`config.mk`:
```
export PLATFORM = sky130hd
export DESIGN_NAME = imu_seq
export DESIGN_NICKNAME = d
export VERILOG_FILES = /design/src/rtl/imu_seq_pkg.sv /design/src/rtl/imu_int_sync.sv /design/src/rtl/imu_seq.sv
export SDC_FILE = /design/constraint.sdc
export NUM_CORES = 1
export LEC_CHECK = 0
export BUFFER_PORTS_ARGS = -buffer_cell sky130_fd_sc_hd__buf_2
export CAP_MARGIN = 20
export CORE_ASPECT_RATIO = 0.6
export CORE_UTILIZATION = 55
export CTS_CLUSTER_DIAMETER = 80
export DETAILED_ROUTE_END_ITERATION = 10
export PLACE_DENSITY = 0.89
export RECOVER_POWER = 100
export SYNTH_ARGS = -nofsm -noshare
export SYNTH_HDL_FRONTEND = slang
export SYNTH_SLANG_ARGS = --single-unit
```
`constraint.sdc`:
```
create_clock -name i_clk -period 4.75 [get_ports i_clk]
set_input_delay 0.2375 -clock i_clk [delete_from_list [all_inputs] [get_ports i_clk]]
set_output_delay 0.2375 -clock i_clk [all_outputs]
set_load 0.005 [all_outputs]
```
`src/rtl/imu_seq_pkg.sv`:
```
// Shared state type, command tables and read-list sizing for the IMU sequencer.
// Defining IMU_ACCEL_EN extends the read list with the accel X byte pair.
package imu_seq_pkg;

  typedef enum logic [2:0] {
    INIT_DLY,
    CFG_WRT,
    CFG_WAIT,
    WAIT_INT,
    RD_WRT,
    RD_WAIT,
    PUBLISH
  } state_t;

  localparam int NUM_CFG = 4;
`ifdef IMU_ACCEL_EN
  localparam int NUM_RD = 4;
`else
  localparam int NUM_RD = 2;
`endif
  localparam int RD_IW = $clog2(NUM_RD);

  localparam logic [1:0] CFG_LAST = 2'(NUM_CFG - 1);
  localparam logic [1:0] RD_LAST  = 2'(NUM_RD - 1);

  // INT on data ready, accel config, gyro config, rounding
  localparam logic [15:0] CFG_CMD [NUM_CFG] = '{16'h0D02, 16'h1053, 16'h1150, 16'h1460};
`ifdef IMU_ACCEL_EN
  localparam logic [15:0] RD_CMD [NUM_RD] = '{16'hA600, 16'hA700, 16'hA800, 16'hA900};
`else
  localparam logic [15:0] RD_CMD [NUM_RD] = '{16'hA600, 16'hA700};
`endif

endpackage

```
`src/rtl/imu_int_sync.sv`:
```
// Two-flop synchronizer for the IMU data-ready line; output lags the pin by two cycles, resets low.
module imu_int_sync (
  input  logic i_clk,
  input  logic i_rst_n,
  input  logic i_int,
  output logic o_int_sync
);

  logic r_meta;
  logic r_sync;

  always_ff @(posedge i_clk or negedge i_rst_n) begin
    if (!i_rst_n) begin
      r_meta <= 1'b0;
      r_sync <= 1'b0;
    end else begin
      r_meta <= i_int;
      r_sync <= r_meta;
    end
  end

  assign o_int_sync = r_sync;

endmodule

```
`src/rtl/imu_seq.sv`:
```
// IMU sequencer: power-up delay, config writes, then INT-driven reads assembled into yaw_rt with a 1-cycle vld.
// First read starts 3 cycles after INT rises; each SPI transaction stalls until spi_done. IMU_ACCEL_EN adds accel X.
module imu_seq
  import imu_seq_pkg::*;
#(
  parameter int PWRUP_BITS = 16
) (
  input  logic        i_clk,
  input  logic        i_rst_n,
  input  logic        i_int,
  input  logic        i_spi_done,
  input  logic [15:0] i_spi_rd_data,
  output logic        o_spi_wrt,
  output logic [15:0] o_spi_cmd,
  output logic        o_cfg_done,
  output logic [15:0] o_yaw_rt,
  output logic [15:0] o_ax,
  output logic        o_vld
);

  state_t                r_state, w_state_nxt;
  logic [PWRUP_BITS-1:0] r_cnt, w_cnt_inc;
  logic [1:0]            r_idx, w_idx_nxt;
  logic [15:0]           r_spi_cmd, r_yaw_rt;
  logic                  r_cfg_done;
  logic [7:0]            r_hold [NUM_RD];
  logic [7:0]            w_byte [NUM_RD];
  logic                  w_int_sync, w_spi_wrt, w_vld, w_cfg_set, w_cap, w_pub;
  logic                  w_unused_rd;

  imu_int_sync u_int_sync (
    .i_clk      (i_clk),
    .i_rst_n    (i_rst_n),
    .i_int      (i_int),
    .o_int_sync (w_int_sync)
  );

  assign w_cnt_inc   = r_cnt + PWRUP_BITS'(1);
  assign w_pub       = w_cap && (r_idx == RD_LAST);
  assign w_unused_rd = ^i_spi_rd_data[15:8];

  always_ff @(posedge i_clk or negedge i_rst_n) begin
    if (!i_rst_n) r_state <= INIT_DLY;
    else          r_state <= w_state_nxt;
  end

  always_comb begin
    w_state_nxt = r_state;
    w_idx_nxt   = r_idx;
    w_spi_wrt   = 1'b0;
    w_vld       = 1'b0;
    w_cfg_set   = 1'b0;
    w_cap       = 1'b0;
    case (r_state)
      INIT_DLY: if (&w_cnt_inc) begin
        w_state_nxt = CFG_WRT;
        w_idx_nxt   = '0;
      end
      CFG_WRT: begin
        w_spi_wrt   = 1'b1;
        w_state_nxt = CFG_WAIT;
      end
      CFG_WAIT: if (i_spi_done) begin
        if (r_idx == CFG_LAST) begin
          w_cfg_set   = 1'b1;
          w_state_nxt = WAIT_INT;
        end else begin
          w_idx_nxt   = r_idx + 2'd1;
          w_state_nxt = CFG_WRT;
        end
      end
      WAIT_INT: if (w_int_sync) begin
        w_idx_nxt   = '0;
        w_state_nxt = RD_WRT;
      end
      RD_WRT: begin
        w_spi_wrt   = 1'b1;
        w_state_nxt = RD_WAIT;
      end
      RD_WAIT: if (i_spi_done) begin
        w_cap = 1'b1;
        if (r_idx == RD_LAST) begin
          w_state_nxt = PUBLISH;
        end else begin
          w_idx_nxt   = r_idx + 2'd1;
          w_state_nxt = RD_WRT;
        end
      end
      PUBLISH: begin
        w_vld       = 1'b1;
        w_state_nxt = WAIT_INT;
      end
      default: w_state_nxt = INIT_DLY;
    endcase
  end

  // The last byte arrives on the publish edge, so it bypasses its holding register.
  always_comb begin
    for (int i = 0; i < NUM_RD; i++) w_byte[i] = r_hold[i];
    w_byte[r_idx[RD_IW-1:0]] = i_spi_rd_data[7:0];
  end

  always_ff @(posedge i_clk or negedge i_rst_n) begin
    if (!i_rst_n) begin
      r_cnt      <= '0;
      r_idx      <= '0;
      r_spi_cmd  <= '0;
      r_cfg_done <= 1'b0;
      r_yaw_rt   <= '0;
      for (int i = 0; i < NUM_RD; i++) r_hold[i] <= '0;
    end else begin
      r_idx <= w_idx_nxt;
      if (r_state == INIT_DLY) r_cnt <= w_cnt_inc;
      if (w_cfg_set) r_cfg_done <= 1'b1;
      if (w_state_nxt == CFG_WRT)     r_spi_cmd <= CFG_CMD[w_idx_nxt];
      else if (w_state_nxt == RD_WRT) r_spi_cmd <= RD_CMD[w_idx_nxt[RD_IW-1:0]];
      if (w_cap) r_hold[r_idx[RD_IW-1:0]] <= i_spi_rd_data[7:0];
      if (w_pub) r_yaw_rt <= {w_byte[1], w_byte[0]};
    end
  end

`ifdef IMU_ACCEL_EN
  logic [15:0] r_ax;

  always_ff @(posedge i_clk or negedge i_rst_n) begin
    if (!i_rst_n)   r_ax <= '0;
    else if (w_pub) r_ax <= {w_byte[3], w_byte[2]};
  end

  assign o_ax = r_ax;
`else
  assign o_ax = '0;
`endif

  assign o_spi_wrt  = w_spi_wrt;
  assign o_spi_cmd  = r_spi_cmd;
  assign o_cfg_done = r_cfg_done;
  assign o_yaw_rt   = r_yaw_rt;
  assign o_vld      = w_vld;

endmodule

```
Word-level counts from Yosys, hierarchy flattened
Cells that the tools add are included.
W data, S select, Z words.
- register bits after elaboration: 72
- bits of input ports: 20
- output and inout bits: 51
- word-level logic and storage cells: 67
- $add $sub $neg: 2
- magnitude comparators: 4
- eq/ne operators: 10
- mux-type cells: 32
- bitwise logic cells: 3
- reductions and logical operators: 6
- operators by type and width (cell ; number):
    $mux W16 ; 6
    $bmux W16 S2 ; 1
    $pmux W3 S7 ; 1
    $add A16 B1 Y16 const B ; 1
    $bwmux W16 ; 1
    $mux W2 ; 8
    $reduce_and A16 Y1 ; 1
    $eq A3 B3 Y1 const B ; 4
    $mux W3 ; 4
    $mux W9 ; 1
    $demux W8 S1 ; 1
    $mux W8 ; 1
    $pmux W2 S4 ; 1
    $mux W1 ; 7
    $eq A3 B1 Y1 const B ; 2
    $eq A3 B2 Y1 const B ; 2
    $ge A2 B2 Y1 const B ; 2
    $not A1 Y2 ; 2
    $ge A3 B3 Y1 const B ; 1
    $logic_not A3 Y1 ; 1
    $not A2 Y3 ; 1
    $add A2 B1 Y2 const B ; 1
    $eq A2 B1 Y1 const B ; 1
    $eq A2 B2 Y1 const B ; 1
    4 further kinds ; 5

Longest topological paths before layout
- depth in word-level cells: 10
- mapped depth: 13
- depth with buffers taken out: 13

Modules after synthesis
From an unflattened synthesis, not the netlist that was laid out.
- cell total of the unflattened synthesis: 259
- area, all modules: 2895.3 µm²
- by module, submodules not included (module ; instances ; cells each ; area an instance (µm²) ; seq. area each (µm²)):
    imu_seq ; 1 ; 257 ; 2845.2 ; 1376.3
    imu_int_sync ; 1 ; 2 ; 50.0 ; 50.0

Worst setup path after synthesis
Ideal clock, no wire load.
- path kind: register to register
- start: reg r_cnt[1]
- end: reg r_spi_cmd[8] (netlist: o_spi_cmd[8])
- setup time: 0.131 ns
- arrival time: 2.742 ns
- required time: 4.619 ns
- path slack: 1.877 ns
- cell stages (with the launch flop): 11
- buffers on the path: 0
- period minus slack after synthesis: 2.873 ns
- cell sequence: dfrtp_1 ha_1 a21bo_2 o32a_1 o22ai_1 nand4b_2 nand3_1 o311ai_0 ha_1 o211a_1 or3_1
- elaborated cells between the ends (all ways): 19
- classes of those cells: 1 x add/sub; 2 x eq/ne; 12 x mux; 2 x bitwise; 2 x reduce/logical
- RTL lines (element ; RTL line ; source):
    from (decl) ; imu_seq.sv:22 ; logic [PWRUP_BITS-1:0] r_cnt, w_cnt_inc;
    from (signal assigned) ; imu_seq.sv:113 ; if (r_state == INIT_DLY) r_cnt <= w_cnt_inc;
    $add A16 B1 Y16 ; imu_seq.sv:38 ; assign w_cnt_inc = r_cnt + PWRUP_BITS'(1);
    $reduce_and A16 Y1 ; imu_seq.sv:55 ; INIT_DLY: if (&w_cnt_inc) begin
    $mux W2 ; imu_seq.sv:55 ;
    $pmux W2 S4 ; imu_seq.sv:54 ; case (r_state)
    via w_idx_nxt[1] ; imu_seq.sv:23 ; logic [1:0] r_idx, w_idx_nxt;
    $not A2 Y3 (not written as such) ; imu_seq.sv:115 ; if (w_state_nxt == CFG_WRT) r_spi_cmd <= CFG_CMD[w_idx_nxt];
    $bmux W16 S2 ; imu_seq.sv:115 ;
    $mux W16 (not written as such) (2 in series) ; imu_seq.sv:115 ;
    $mux W16 ; imu_seq.sv:115 ;
    to (signal assigned) ; imu_seq.sv:115 ;
    to (signal assigned) ; imu_seq.sv:116 ; else if (w_state_nxt == RD_WRT) r_spi_cmd <= RD_CMD[w_idx_nxt[RD_IW-1:0]];
    to (decl) ; imu_seq.sv:24 ; logic [15:0] r_spi_cmd, r_yaw_rt;
The timed path passes the listed nets, and every way through them passes these cells. The select of a mux whose other input is x is not followed.
A chain may end at the register's enable or synchronous reset.

Worst setup path after layout
- start: reg r_cnt[1]
- end: reg r_spi_cmd[0] (netlist: o_spi_cmd[0])
- cells in the longest elaborated chain, start to end: 9
- elaborated cells between the ends (all ways): 14
- classes of those cells: 1 x add/sub; 2 x eq/ne; 8 x mux; 1 x bitwise; 2 x reduce/logical
- ends and longest elaborated chain (element ; RTL line):
    $add A16 B1 Y16 * ; imu_seq.sv:38
    $reduce_and A16 Y1 * ; imu_seq.sv:55
    $mux W2 ; imu_seq.sv:55
    $pmux W2 S4 ; imu_seq.sv:54
    $not A2 Y3 (not written as such) ; imu_seq.sv:115
    $bmux W16 S2 ; imu_seq.sv:115
    $mux W16 (not written as such) (2 in series) ; imu_seq.sv:115
    $mux W16 ; imu_seq.sv:115
Mark *: on every way between the ends. The rest lies on a longest branch, timed or not. The select of a mux whose other input is x is not followed.

==> flow_metrics.tcl <==
set metrics [dict create \
    status "complete, but fails checks" \
    violations "capacitance limit, slew limit" \
    antennaDiodeCount 0 \
    chipHeight_um 63.4 \
    tightest_slew_ns 3.33 \
    remaining_drc_errors 0 \
    setup_viol 0 \
    core_um2 5810 \
    grt.total_usage_pct 23.6 \
    finalSetupTns_ns 0 \
    total_leakage_power_uw 0.00181 \
    synth-compound-area-share_pct 13.0 \
    cts-root-buf "clkbuf_8" \
    synth-simple-area-share_pct 14.8 \
    clk_pin_slew_ns 0.08 \
    clk_latency_ns 0.36 \
    syn_to_final_growth_pct 9.09 \
    top_usage_layer "met2" \
    port_buffers 42 \
    dpl.hpwl_um 4900 \
    cts_resized 0 \
    routed_wl_um 7120 \
    initial_utilization_pct 59.5 \
    drive_gt1_share_pct 20.0 \
    power.density_nw_per_um2 555 \
    synth-xor-area-share_pct 3.80 \
    rsz0062_at_grt "false" \
    syn_area_um2 3450 \
    antenna_found_initial 0 \
    startpoint_type "flop" \
    cp_max_fo 12 \
    first_global_vias 2463 \
    cts_tree "yes" \
    hold_viol_final 0 \
    cts_buffers 9 \
    synth-main-ff-cell "dfrtp_1" \
    grt_use_met2_pct 35.5 \
    synth-seq-area-share_pct 47.1 \
    yosysUniqueCellTypes 57 \
    fin_crit_ns 3.79 \
    power_uw 2090 \
    use_met3_pct 6.52 \
    wl_per_cell_um 15.6 \
    dr_total_vias 2554 \
    relSlewSlack_pct -122 \
    antenna_left 0 \
    cap_violations 1 \
    synth-seq-cells 65 \
    synth_most_common_cell "dfrtp_1" \
    nNetsFinal 397 \
    netlist_top_cells_count "dfrtp_1, buf_4, nor2_1" \
    synth.avg_cell_area_um2 10.5 \
    min_period_over_period_pct 79.8 \
    syn_inst 330 \
    drtIter0Drc 141 \
    synth-async-reset-ratio_pct 100 \
    max_freq_mhz 264 \
    die_w_um 104 \
    ios 71 \
    synthMuxAreaShare_pct 10.1 \
    fp.dieArea_um2 6610 \
    critPathCaptureType "flop" \
    synth_top_area_share_pct 47.1 \
    worst-setup-path-type "reg -> reg" \
    finClkSkew_ns 0.0166 \
    cts_sinks 65 \
    ctsHtreeMaxLevel 3 \
    rows 21 \
    grt_pass1_wl_um 11900 \
    dr.pass1.iters 4 \
    ir_worst_vdd_uv 342 \
    synth_top_family_by_area "simple AND/OR/NAND/NOR gates" \
    min-delay-path-class "in -> reg" \
    yosys_warnings 0 \
    synth_edf_count 0 \
    grt_util_met1_pct 32.1 \
    cp.required_ns 5.00 \
    overflow 0 \
    grt_max_degree 66 \
    hold_ws_ns 0.160 \
    synth_area_leader_cell "dfrtp_1" \
    gp_congestion 0.954 \
    synthAdderAreaFrac_pct 2.54 \
    reg2reg_slack_ns 0.96 \
    cts_buffer_depth 2 \
    via_per_inst 5.61 \
    synth_area_leaders "dfrtp_1, buf_4, mux2_2" \
    fin_util_pct 64.9 \
    slew_violations 66 \
    arrival_ns 4.03 \
]
==> final timing paths <==
check,from,end,cells past startpoint
min reg2reg,u_int_sync.r_meta,u_int_sync.o_int_sync,0
min,i_spi_rd_data[4],r_hold[4],2
min in group asynchronous,i_rst_n,r_cnt[7],2
max in group asynchronous,i_rst_n,r_hold[5],2
max reg2reg,r_cnt[1],o_spi_cmd[0],7
max,r_cnt[1],o_spi_cmd[0],7
==> power by group <==
group          switching, uW  internal [uW]  leakage, uW
Sequential               171            705     0.000845
Clock                    218            220    0.0000863
Combinational            428            348     0.000879
==> flip-flops by register name (all words and copies together) (netlist names) <==
| register | cells |
|---|---|
| o_cfg_done | 1 |
| o_spi_cmd | 9 |
| o_yaw_rt | 16 |
| r_cnt | 16 |
| r_hold | 16 |
| r_idx | 2 |
| r_state | 3 |
| u_int_sync.o_int_sync | 1 |
| u_int_sync.r_meta | 1 |
==> layout by cell type, fill, tap and decap left out, drive strengths merged, types with 5 or more instances in the layout <==
cell type / Yosys / layout
a21oi: 23 / 23
mux2: 16 / 16
nand3: 10 / 10
xnor2: 12 / 12
o22ai: 5 / 5
nor2: 25 / 25
inv: 11 / 12
buf: 30 / 36
nand4: 7 / 7
ha: 7 / 7
conb: 1 / 20
nand2: 18 / 18
dfrtp: 65 / 65
o21ai: 8 / 8
a22o: 8 / 8
mux2i: 17 / 17
clkbuf: 8 / 24
nand2b: 8 / 8
==> critical path, stage by stage (launching register included) <==
cell      delay (ns)
dfrtp_1         0.52
ha_1            0.32
a21bo_2         0.27
o311ai_0        0.77
nand4b_2        0.25
o211ai_1        0.87
o21bai_1        0.35
a22o_1          0.32
==> cell families after synthesis <==
group	after synthesis
AOI/OAI and AO/OA	65
and+or+nand+nor	95
buffers and inverters	49
other	1
adders and majority gates	7
muxes	33
DFF	65
xor gates and xnor gates	15
==> metrics by stage <==
stage	setup WS (ns)	instances	area, um^2
6_report	0.962	455	3770
5_1_grt	0.675	455	3770
4_1_cts	1.37	454	3810
3_5_place_dp	1.41	437	3620
3_3_place_gp	1.48	437	3620
2_1_floorplan	1.88	349	3530
==> routing by layer <==
| layer | vias to the layer above | wire (um) |
|---|---|---|
| li1 | 1210 | - |
| met1 | 1223 | 3320 |
| met2 | 107 | 3260 |
| met3 | 14 | 439 |
| met4 | 0 | 104 |
| met5 | - | 0 |
==> layout make-up <==
| cell class | count | area (um^2) |
|---|---|---|
| clock inverter | 3 | 23.8 |
| fill | 460 | 2040 |
| timing repair buffer | 48 | 233 |
| multi-input combinational | 235 | 1590 |
| tap | 80 | 100 |
| clock buffer | 13 | 159 |
| inverter | 11 | 41.3 |
| sequential | 65 | 1630 |
==> timing repair <==
item	in CTS	in global routing
hold buffers	1	0
buffers inserted	0	0
hold endpoints to repair	1	0
Note: power is estimated with default switching activity, not from simulation.
